[config.mk]
export PLATFORM = sky130hd
export DESIGN_NAME = mk_operand_feeder_flat
export DESIGN_NICKNAME = d
export VERILOG_FILES = /design/src/rtl/mk_operand_feeder_if.sv /design/src/rtl/mk_operand_feeder.sv /design/src/flat_wrapper.sv
export SDC_FILE = /design/constraint.sdc
export NUM_CORES = 1
export LEC_CHECK = 0
export ABC_AREA = 0
export CORE_ASPECT_RATIO = 0.75
export CORE_MARGIN = 2
export CORE_UTILIZATION = 51
export DETAILED_ROUTE_END_ITERATION = 16
export GPL_TIMING_DRIVEN = 1
export PLACE_DENSITY = 0.8
export SLEW_MARGIN = 20
export SYNTH_ARGS = -nofsm -noshare
export SYNTH_HDL_FRONTEND = slang
export SYNTH_SLANG_ARGS = --single-unit
[constraint.sdc]
create_clock -name CLK -period 3.58 [get_ports CLK]
set_input_delay 1.074 -clock CLK [delete_from_list [all_inputs] [get_ports CLK]]
set_output_delay 1.074 -clock CLK [all_outputs]
set_load 0.005 [all_outputs]
[src/rtl/mk_operand_feeder_if.sv]
// Handshake bundle between the operand feeder and its environment: enqueue
// side, start/result/check method side, and status counters.
interface mk_operand_feeder_if #(
  parameter int WIDTH = 9
);
  logic [WIDTH-1:0] enq_a;
  logic [WIDTH-1:0] enq_b;
  logic             EN_enq;
  logic             RDY_enq;

  logic [WIDTH-1:0] start_st_a;
  logic [WIDTH-1:0] start_st_b;
  logic             EN_start;
  logic             RDY_start;

  logic [WIDTH-1:0] result_st_c;
  logic [WIDTH-1:0] result;
  logic             RDY_result;

  logic [WIDTH-1:0] check_st_d;
  logic             EN_check;
  logic             RDY_check;
  logic [WIDTH-1:0] check;

  logic [WIDTH-1:0] last_check;
  logic [7:0]       issued_count;
  logic [7:0]       done_count;

  // Feeder side
  modport master (
    input  enq_a, enq_b, EN_enq, RDY_start, result, RDY_result, RDY_check, check,
    output RDY_enq, start_st_a, start_st_b, EN_start, result_st_c,
           check_st_d, EN_check, last_check, issued_count, done_count
  );

  // Environment side
  modport slave (
    output enq_a, enq_b, EN_enq, RDY_start, result, RDY_result, RDY_check, check,
    input  RDY_enq, start_st_a, start_st_b, EN_start, result_st_c,
           check_st_d, EN_check, last_check, issued_count, done_count
  );
endinterface

[src/rtl/mk_operand_feeder.sv]
// Operand feeder: buffers (A,B) operand pairs in a small FIFO and drives one
// start -> result -> check transaction at a time against a method-style DUT.
//
// state    | meaning
// ---------+-----------------------------------------------------------
// ISSUE    | idle / waiting for a queued operand pair and RDY_start
// WAIT_RES | start fired, waiting for RDY_result to capture the result
// CHECK    | result captured, waiting for RDY_check to fire check
module mk_operand_feeder #(
  parameter int WIDTH = 9,
  parameter int DEPTH = 4
) (
  input logic               CLK,
  input logic               RST_N,
  mk_operand_feeder_if.master bus
);

  localparam int AW = (DEPTH > 1) ? $clog2(DEPTH) : 1;
  localparam int CW = $clog2(DEPTH + 1);

  typedef enum logic [1:0] {
    ISSUE    = 2'd0,
    WAIT_RES = 2'd1,
    CHECK    = 2'd2
  } state_t;

  state_t state_q, state_d;

  logic [WIDTH-1:0] mem_a_q [DEPTH];
  logic [WIDTH-1:0] mem_b_q [DEPTH];
  logic [AW-1:0]    wr_ptr_q, wr_ptr_d;
  logic [AW-1:0]    rd_ptr_q, rd_ptr_d;
  logic [CW-1:0]    count_q, count_d;

  logic [WIDTH-1:0] result_st_c_q, result_st_c_d;
  logic [WIDTH-1:0] check_st_d_q, check_st_d_d;
  logic [WIDTH-1:0] last_check_q, last_check_d;
  logic [7:0]       issued_q, issued_d;
  logic [7:0]       done_q, done_d;

  logic             rdy_enq;
  logic             fifo_nempty;
  logic             enq_fire;
  logic             en_start;
  logic             en_check;
  logic             res_take;
  logic [WIDTH-1:0] head_a;
  logic [WIDTH-1:0] head_b;

  // Readiness depends on registered occupancy only, and is held low in reset
  assign rdy_enq     = RST_N && (count_q < CW'(DEPTH));
  assign fifo_nempty = (count_q != '0);
  assign enq_fire    = bus.EN_enq && rdy_enq;
  assign head_a      = fifo_nempty ? mem_a_q[rd_ptr_q] : '0;
  assign head_b      = fifo_nempty ? mem_b_q[rd_ptr_q] : '0;
  assign res_take    = (state_q == WAIT_RES) && bus.RDY_result;

  // FIFO storage write; entries need no reset since the head is gated by occupancy
  always_ff @(posedge CLK) begin
    if (enq_fire) begin
      mem_a_q[wr_ptr_q] <= bus.enq_a;
      mem_b_q[wr_ptr_q] <= bus.enq_b;
    end
  end

  // FIFO pointer/occupancy next-state; simultaneous push and pop leaves occupancy unchanged
  always_comb begin
    wr_ptr_d = wr_ptr_q;
    rd_ptr_d = rd_ptr_q;
    count_d  = count_q;
    if (enq_fire) wr_ptr_d = wr_ptr_q + AW'(1);
    if (en_start) rd_ptr_d = rd_ptr_q + AW'(1);
    case ({enq_fire, en_start})
      2'b10:   count_d = count_q + CW'(1);
      2'b01:   count_d = count_q - CW'(1);
      default: count_d = count_q;
    endcase
  end

  // FSM state register
  always_ff @(posedge CLK) begin
    if (!RST_N) state_q <= ISSUE;
    else        state_q <= state_d;
  end

  // FSM next-state logic
  always_comb begin
    state_d = state_q;
    case (state_q)
      ISSUE:    if (en_start)       state_d = WAIT_RES;
      WAIT_RES: if (bus.RDY_result) state_d = CHECK;
      CHECK:    if (en_check)       state_d = ISSUE;
      default:                      state_d = ISSUE;
    endcase
  end

  // FSM outputs: method strobes, both forced low while in reset
  always_comb begin
    en_start = 1'b0;
    en_check = 1'b0;
    case (state_q)
      ISSUE:   en_start = RST_N && fifo_nempty && bus.RDY_start;
      CHECK:   en_check = RST_N && bus.RDY_check;
      default: ;
    endcase
  end

  // Datapath next-state: argument latches, last check value, wrapping counters
  always_comb begin
    result_st_c_d = en_start ? head_a : result_st_c_q;
    check_st_d_d  = res_take ? bus.result : check_st_d_q;
    last_check_d  = en_check ? bus.check : last_check_q;
    issued_d      = issued_q + {7'd0, en_start};
    done_d        = done_q + {7'd0, en_check};
  end

  // FIFO control and datapath registers; reset discards any in-flight transaction
  always_ff @(posedge CLK) begin
    if (!RST_N) begin
      wr_ptr_q      <= '0;
      rd_ptr_q      <= '0;
      count_q       <= '0;
      result_st_c_q <= '0;
      check_st_d_q  <= '0;
      last_check_q  <= '0;
      issued_q      <= '0;
      done_q        <= '0;
    end else begin
      wr_ptr_q      <= wr_ptr_d;
      rd_ptr_q      <= rd_ptr_d;
      count_q       <= count_d;
      result_st_c_q <= result_st_c_d;
      check_st_d_q  <= check_st_d_d;
      last_check_q  <= last_check_d;
      issued_q      <= issued_d;
      done_q        <= done_d;
    end
  end

  assign bus.RDY_enq      = rdy_enq;
  assign bus.start_st_a   = head_a;
  assign bus.start_st_b   = head_b;
  assign bus.EN_start     = en_start;
  assign bus.EN_check     = en_check;
  assign bus.result_st_c  = result_st_c_q;
  assign bus.check_st_d   = check_st_d_q;
  assign bus.last_check   = last_check_q;
  assign bus.issued_count = issued_q;
  assign bus.done_count   = done_q;

endmodule

[src/flat_wrapper.sv]
// flat-port wrapper written by rule: the top's interface ports become plain ports
module mk_operand_feeder_flat 
#(
  parameter int WIDTH = 9,
  parameter int DEPTH = 4
)
  (CLK, RST_N, bus_enq_a, bus_enq_b, bus_EN_enq, bus_RDY_start, bus_result, bus_RDY_result, bus_RDY_check, bus_check, bus_RDY_enq, bus_start_st_a, bus_start_st_b, bus_EN_start, bus_result_st_c, bus_check_st_d, bus_EN_check, bus_last_check, bus_issued_count, bus_done_count);
  mk_operand_feeder_if #(.WIDTH(WIDTH)) bus_i ();
  input logic CLK;
  input logic RST_N;
  input wire logic [$bits(bus_i.enq_a)-1:0] bus_enq_a;
  input wire logic [$bits(bus_i.enq_b)-1:0] bus_enq_b;
  input wire logic [$bits(bus_i.EN_enq)-1:0] bus_EN_enq;
  input wire logic [$bits(bus_i.RDY_start)-1:0] bus_RDY_start;
  input wire logic [$bits(bus_i.result)-1:0] bus_result;
  input wire logic [$bits(bus_i.RDY_result)-1:0] bus_RDY_result;
  input wire logic [$bits(bus_i.RDY_check)-1:0] bus_RDY_check;
  input wire logic [$bits(bus_i.check)-1:0] bus_check;
  output wire logic [$bits(bus_i.RDY_enq)-1:0] bus_RDY_enq;
  output wire logic [$bits(bus_i.start_st_a)-1:0] bus_start_st_a;
  output wire logic [$bits(bus_i.start_st_b)-1:0] bus_start_st_b;
  output wire logic [$bits(bus_i.EN_start)-1:0] bus_EN_start;
  output wire logic [$bits(bus_i.result_st_c)-1:0] bus_result_st_c;
  output wire logic [$bits(bus_i.check_st_d)-1:0] bus_check_st_d;
  output wire logic [$bits(bus_i.EN_check)-1:0] bus_EN_check;
  output wire logic [$bits(bus_i.last_check)-1:0] bus_last_check;
  output wire logic [$bits(bus_i.issued_count)-1:0] bus_issued_count;
  output wire logic [$bits(bus_i.done_count)-1:0] bus_done_count;
  assign bus_i.enq_a = bus_enq_a;
  assign bus_i.enq_b = bus_enq_b;
  assign bus_i.EN_enq = bus_EN_enq;
  assign bus_i.RDY_start = bus_RDY_start;
  assign bus_i.result = bus_result;
  assign bus_i.RDY_result = bus_RDY_result;
  assign bus_i.RDY_check = bus_RDY_check;
  assign bus_i.check = bus_check;
  assign bus_RDY_enq = bus_i.RDY_enq;
  assign bus_start_st_a = bus_i.start_st_a;
  assign bus_start_st_b = bus_i.start_st_b;
  assign bus_EN_start = bus_i.EN_start;
  assign bus_result_st_c = bus_i.result_st_c;
  assign bus_check_st_d = bus_i.check_st_d;
  assign bus_EN_check = bus_i.EN_check;
  assign bus_last_check = bus_i.last_check;
  assign bus_issued_count = bus_i.issued_count;
  assign bus_done_count = bus_i.done_count;
  mk_operand_feeder #(.WIDTH(WIDTH), .DEPTH(DEPTH)) u_core (.CLK(CLK), .RST_N(RST_N), .bus(bus_i));
endmodule
==> results.toml, run 1 <==
[run_status]
status = "complete, no violations"

[detailed_routing]
wl_per_cell_um = 16.9
wirelength_um = 10300
firstDrtPassIters = 5
vias_per_cell = 5.22
ant_nets = 0
drtIter0Drc = 161
drc_errors = 0
route.vias.total = 3188

[floorplanning]
dieArea_mm2 = 0.0106
die_h_um = 89.7
die_w_um = 118
rows = 31
io-pin-count = 106
initial_utilization_pct = 52.1
core-area_mm2 = 0.00958

[final_layout]
num-fill-cells = 667
stdcell_count = 611
seq_area_mm2 = 0.00324
drive_above_1_share_pct = 12.5
area_growth_pct = 36.8
multiInputGateArea_mm2 = 0.00158
nets = 518
diodes = 0
final_cell_area_mm2 = 0.00683

[synthesis]
syn_area_per_cell_um2 = 14.4
syn_area_mm2 = 0.00499
ys.flop_type = "edfxtp_1"
synth_fp_nets = 398
synthTopCellsByCount = "edfxtp_1 (72), dfxtp_1 (54), and2_1 (25), nand2_1 (25), nor2_1 (20)"
synth_seq_cells = 126
ys_types = 39
synth_top_area_share_pct = 43.3
yosysSeqAreaShare_pct = 65.0
synth_edf_count = 72
synth_most_common_cell = "edfxtp_1"
synth_cells = 346
synth_largest_area_cell = "edfxtp_1"
ys_warn_count = 0
synthTopCellsByArea = "edfxtp_1 (43%), dfxtp_1 (22%), mux4_1 (8.9%), and2_1 (3.1%), ha_1 (2.3%)"
synth-async-reset-ratio_pct = 0

[sta]
clock_skew_ns = 0.00454
fin_tns_setup_ns = 0
post-route-period-util_pct = 94.2
finalSetupViolCount = 0
fmax_mhz = 297
relSlewSlack_pct = 57.4
hold_viol = 0
min_period_ns = 3.37
rsz0062_at_grt = "no"
drv_slew = 0
final.setup.worst_slack_ns = 0.208
tightest_slew_ns = 0.637

[cts]
cts_buffer_depth = 2
cts.sinks = 126
cts_tree = "done"
cts_inserted_buffers = 17
postCtsSetupBuffers = 0
htree_levels = 4
clockRootBuffer = "clkbuf_16"
clkSlewWorstSetupHoldPaths_ns = 0.05
clk_latency_ns = 0.40

[pwr]
powerDensity_mw_per_mm2 = 547
vdd_drop_max_mv = 0.291
p_leak_nw = 2.55

[placement]
gp_congestion = 0.758
place_area_mm2 = 0.00618
dp.final_hpwl_um = 6790
numPortBuffers = 105
dp.cells = 579
dpl_worst_slack_ns = 0.0277

[hold_path]
hold_class = "register to register"
min-delay-start = "u_core.rd_ptr_q[1]"
hold_depth = 1

[run]
cap_violations = 0

[global_routing]
grt_pass1_wl_um = 16200
gr-usage-all-layers_pct = 20.2
grt_max_degree = 30
grt_pass1_vias = 3236
grt-ovfl-total = 0
grt_antenna_before_repair = 0

[worst_setup_path]
cp.required_ns = 2.51
cp_cell_sequence = "buf_4, mux4_1, and2_1, clkdlybuf4s50_1"
critPathLaunchType = "register"
r2r_start = "u_core.count_q[0]"
worstPathArrival_ns = 2.30
path_class = "register to output pin"
worstSetupEndpointType = "output pin"
r2r-end = "u_core.count_q[2]"
cp_max_fo = 18
ff2ff_path_depth = 10
worst_path_largest_cell_delay_ns = 0.66
endpoint = "bus_start_st_a[7]"
r2r_slack_ns = 1.14
slowest_stage = "mux4_1"
[worst max-delay path: cells and delay by family, from the launching register on]
kind                   cells  cell delay (ns)
DFF                        1             0.30
buffers and inverters      2             0.74
muxes                      1             0.66
and+or+nand+nor            1             0.19
[through the flow]
| step | utilization, % | hold WS (ns) | total power [mW] |
|---|---|---|---|
| final | 71.3 | 0.458 | 3.74 |
| after global routing | 71.3 | 0.494 | 3.86 |
| after floorplan | - | 0.427 | 1.79 |
| after detailed placement | 64.5 | 0.449 | 1.98 |
| after CTS | 71.2 | 0.456 | 3.77 |
| after global placement | 64.5 | 0.444 | 1.97 |
[power breakdown]
group	leakage (nW)	switching, mW	internal (mW)	total [mW]
logic	1.14	0.149	0.203	0.352
clock network	0.319	0.586	1.20	1.79
registers	1.09	0.0205	1.58	1.60
[final cells by class]
cell class,count,share of cell area (%)
Tap cell,132,2.42
Sequential cell,126,47.5
Multi-Input combinational cell,192,23.1
Inverter,10,0.550
Clock inverter,8,1.39
Timing Repair Buffer,119,17.1
Clock buffer,24,7.95
[how the worst min path moves through the flow]
stage	endpoint	slack, ns
2_1_floorplan	register	0.43
3_3_place_gp	u_core.bus.last_check[3]	0.44
3_5_place_dp	u_core.rd_ptr_q[1]	0.45
4_1_cts	u_core.rd_ptr_q[1]	0.46
5_1_grt	u_core.bus.last_check[8]	0.49
6_report	u_core.rd_ptr_q[1]	0.46
[per-layer routing]
metal  vias up  GRT usage [%]  wire length (um)  share of wire [%]
li1       1525              -                 -                  -
met1      1569           24.3              4430                 43
met2        83           34.9              5230                 51
met3        11           6.69               529                5.1
met4         0           7.34               127                1.2
met5         -              0                 0                  0
[sequential cells by signal, summed over array words and instances (netlist names), named ones only]
signal / flops
u_core.mem_b_q: 36
u_core.bus.check_st_d: 9
u_core.mem_a_q: 36
u_core.bus.issued_count: 8
u_core.bus.result_st_c: 9
u_core.rd_ptr_q: 2
u_core.wr_ptr_q: 2
u_core.bus.done_count: 8
u_core.count_q: 3
u_core.bus.last_check: 9
u_core.state_q: 2
[cell families after synthesis]
logic type | share of synthesized area, %
adders and majority gates | 2.66
and+or+nand+nor | 11.3
xor gates and xnor gates | 1.58
buffers and inverters | 3.36
muxes | 11.4
DFF | 65.0
AOI/OAI and AO/OA | 4.76
[cell usage in the layout, fill, tap and decap left out, types with 2 or more instances in the layout]
| cell | count |
|---|---|
| and3_1 | 10 |
| xnor2_1 | 3 |
| xor2_1 | 6 |
| clkbuf_4 | 2 |
| edfxtp_1 | 72 |
| clkinv_2 | 3 |
| nand2_1 | 25 |
| inv_4 | 2 |
| dlymetal6s2s_1 | 2 |
| clkdlybuf4s50_1 | 103 |
| nand3_1 | 8 |
| nor2_1 | 20 |
| o31ai_1 | 2 |
| and2_1 | 25 |
| a31o_2 | 8 |
| clkbuf_16 | 20 |
| mux4_1 | 17 |
| inv_1 | 9 |
| bufinv_16 | 2 |
| or3_1 | 7 |
| a21oi_1 | 11 |
| o21ai_0 | 16 |
| mux2i_1 | 10 |
| buf_4 | 13 |
| dfxtp_1 | 54 |
| ha_1 | 9 |
| clkbuf_8 | 2 |
[repair_timing]
action                                  4_1_cts  5_1_grt
hold buffers                                  0        0
endpoints found under the setup margin        0        2
resized for setup                             0        4
(Power assumes the default switching activity.)
==> run 2, diff against run 1 <==
--- a/config.mk
+++ b/config.mk
@@ -9,6 +9,7 @@
 export CORE_ASPECT_RATIO = 0.75
 export CORE_MARGIN = 2
 export CORE_UTILIZATION = 51
+export CTS_CLUSTER_DIAMETER = 60
 export DETAILED_ROUTE_END_ITERATION = 16
 export GPL_TIMING_DRIVEN = 1
 export PLACE_DENSITY = 0.8
==> results of run 2 <==
Final layout, timing and power as in run 1 (identical DEF).
==> run 3, diff against run 2 <==
--- a/config.mk
+++ b/config.mk
@@ -6,13 +6,17 @@
 export NUM_CORES = 1
 export LEC_CHECK = 0
 export ABC_AREA = 0
+export CELL_PAD_IN_SITES_DETAIL_PLACEMENT = 1
+export CELL_PAD_IN_SITES_GLOBAL_PLACEMENT = 2
 export CORE_ASPECT_RATIO = 0.75
 export CORE_MARGIN = 2
-export CORE_UTILIZATION = 51
+export CORE_UTILIZATION = 35
 export CTS_CLUSTER_DIAMETER = 60
 export DETAILED_ROUTE_END_ITERATION = 16
+export GPL_ROUTABILITY_DRIVEN = 0
 export GPL_TIMING_DRIVEN = 1
-export PLACE_DENSITY = 0.8
+export PLACE_DENSITY_LB_ADDON = 0.1
+export SETUP_SLACK_MARGIN = 0.02
 export SLEW_MARGIN = 20
 export SYNTH_ARGS = -nofsm -noshare
 export SYNTH_HDL_FRONTEND = slang
==> run 3 against run 2 <==
Net effect:
- sequential power hardly changed
- maximum frequency is 0.25% lower
- first-iteration DRC count is 6.2% lower
==> results.toml, run 3 (synthesis results as in run 1) <==
[run_status]
status = "complete, no violations"

[final_layout]
diodes = 0
reg_top3 = "u_core.mem_a_q x36, u_core.mem_b_q x36"
final_cell_area_mm2 = 0.00682
final_cell_mix = "clkdlybuf4s50_1 (103), edfxtp_1 (72), dfxtp_1 (54), and2_1 (25), nand2_1 (25)"
nets = 520
drive_above_1_share_pct = 12.7
num-fill-cells = 1370
area_growth_pct = 36.7
final_util_pct = 49.3
final_common_cell = "clkdlybuf4s50_1"

[worst_setup_path]
worstPathArrival_ns = 2.31
crit_path_frequent_cell = "clkdlybuf4s50_1"
cp_cell_sequence = "clkdlybuf4s50_1, and4b_2, clkdlybuf4s50_1"
cp.required_ns = 2.51
cp.buffers_inverters = 2
critical_path.top_delay_family = "buffers and inverters"
worst_path_largest_cell_delay_ns = 0.51
path_class = "input pin to output pin"
slowest_stage = "clkdlybuf4s50_1"
critPathLaunchType = "input pin"
cp_max_fo = 2
worstSetupEndpointType = "output pin"

[placement]
dp.final_hpwl_um = 7440
place_area_mm2 = 0.00624
numPortBuffers = 105

[detailed_routing]
route.vias.total = 3201
wirelength_um = 11000
wl_per_cell_um = 16.8
vias_per_cell = 4.88
firstDrtPassIters = 5
ant_nets = 0
drtIter0Drc = 151
drc_errors = 0

[floorplanning]
core-area_mm2 = 0.0138
die_h_um = 107
initial_utilization_pct = 36.1
rows = 37
die_w_um = 142
io-pin-count = 106
dieArea_mm2 = 0.0152

[global_routing]
grt_pass1_wl_um = 17400
grt_pass1_vias = 3389
gr-usage-all-layers_pct = 15.1
grt_max_degree = 30
grt_antenna_before_repair = 0
grt-ovfl-total = 0

[pwr]
power_mw = 3.60
vdd_drop_max_mv = 0.336
p_leak_nw = 2.51
powerDensity_mw_per_mm2 = 528

[cts]
cts_tree = "done"
clockRootBuffer = "clkbuf_16"
htree_levels = 4
cts_buffer_depth = 2
cts.sinks = 126
clk_latency_ns = 0.41
clkSlewWorstSetupHoldPaths_ns = 0.06
cts_inserted_buffers = 17

[sta]
clock_skew_ns = 0.0103
fin_tns_setup_ns = 0
fmax_mhz = 296
relSlewSlack_pct = 51.2
min_period_ns = 3.38
rsz0062_at_grt = "no"
tightest_slew_ns = 0.730
hold_viol = 0
drv_slew = 0
finalSetupViolCount = 0
post-route-period-util_pct = 94.4

[run]
cap_violations = 0

[hold_path]
hold_class = "register to register"
==> run 3: changes by cell type in the layout (fill, tap and decap cells not counted), sizes merged <==
| cell | previous run | this run |
|---|---|---|
| clkinv | 3 | 8 |
| clkinvlp | 1 | 3 |
| dlygate4sd2 | 0 | 2 |
| buf | 14 | 16 |
| dlymetal6s2s | 2 | 0 |
| clkbuf | 24 | 17 |
==> run 3: worst paths after layout <==
path / from / endpoint / slack (ns) / cells past startpoint
worst max-delay path: bus_RDY_check / bus_EN_check / 0.20 / 3
worst min register to register: u_core.rd_ptr_q[1] / u_core.rd_ptr_q[1] / 0.46 / 1
worst min-delay path: u_core.rd_ptr_q[1] / u_core.rd_ptr_q[1] / 0.46 / 1
worst max register to register: u_core.count_q[0] / u_core.count_q[2] / 1.09 / 10
==> run 3: layout make-up <==
class,count,area [um^2],area share [%]
clock buffers,17,425,6.24
clock inverters,15,146,2.15
inverters,10,37.5,0.550
multi-input cells,192,1580,23.2
flip-flops and latches,126,3240,47.5
well taps,175,219,3.21
repair buffers,121,1170,17.1
==> run 3: metrics by stage <==
| step | hold slack [ns] | std cells | worst slack [ns] |
|---|---|---|---|
| floorplan | 0.427 | 346 | 0.583 |
| global placement | 0.447 | 623 | -0.0683 |
| detailed placement | 0.452 | 623 | -0.0700 |
| CTS | 0.461 | 656 | 0.183 |
| global route | 0.484 | 656 | 0.0976 |
| finish | 0.460 | 656 | 0.200 |
==> run 3: worst register-to-register path, delay by kind of cell (launching register included) <==
kind | cells | cell delay (ns)
xor+xnor | 1 | 0.08
fa+ha+maj | 2 | 0.39
buf+inv | 3 | 0.27
flops | 1 | 0.34
compound gates | 1 | 0.13
simple gates | 3 | 1.22
==> run 3: where the power goes <==
group | switching, mW | internal (mW)
combinational | 0.152 | 0.202
sequential | 0.0213 | 1.58
clock | 0.628 | 1.02
==> run 3: repair_timing <==
action,4_1_cts,5_1_grt
setup endpoints to repair,3,0
resized for setup,3,0
buffers inserted,1,0
hold buffers,0,0
==> run 3: routing by layer <==
layer,part of all wire [%],vias up,GRT usage [%]
li1,-,1526,-
met1,46,1576,19.0
met2,47,90,24.9
met3,5.5,9,5.20
met4,0.86,0,4.29
met5,0,-,0
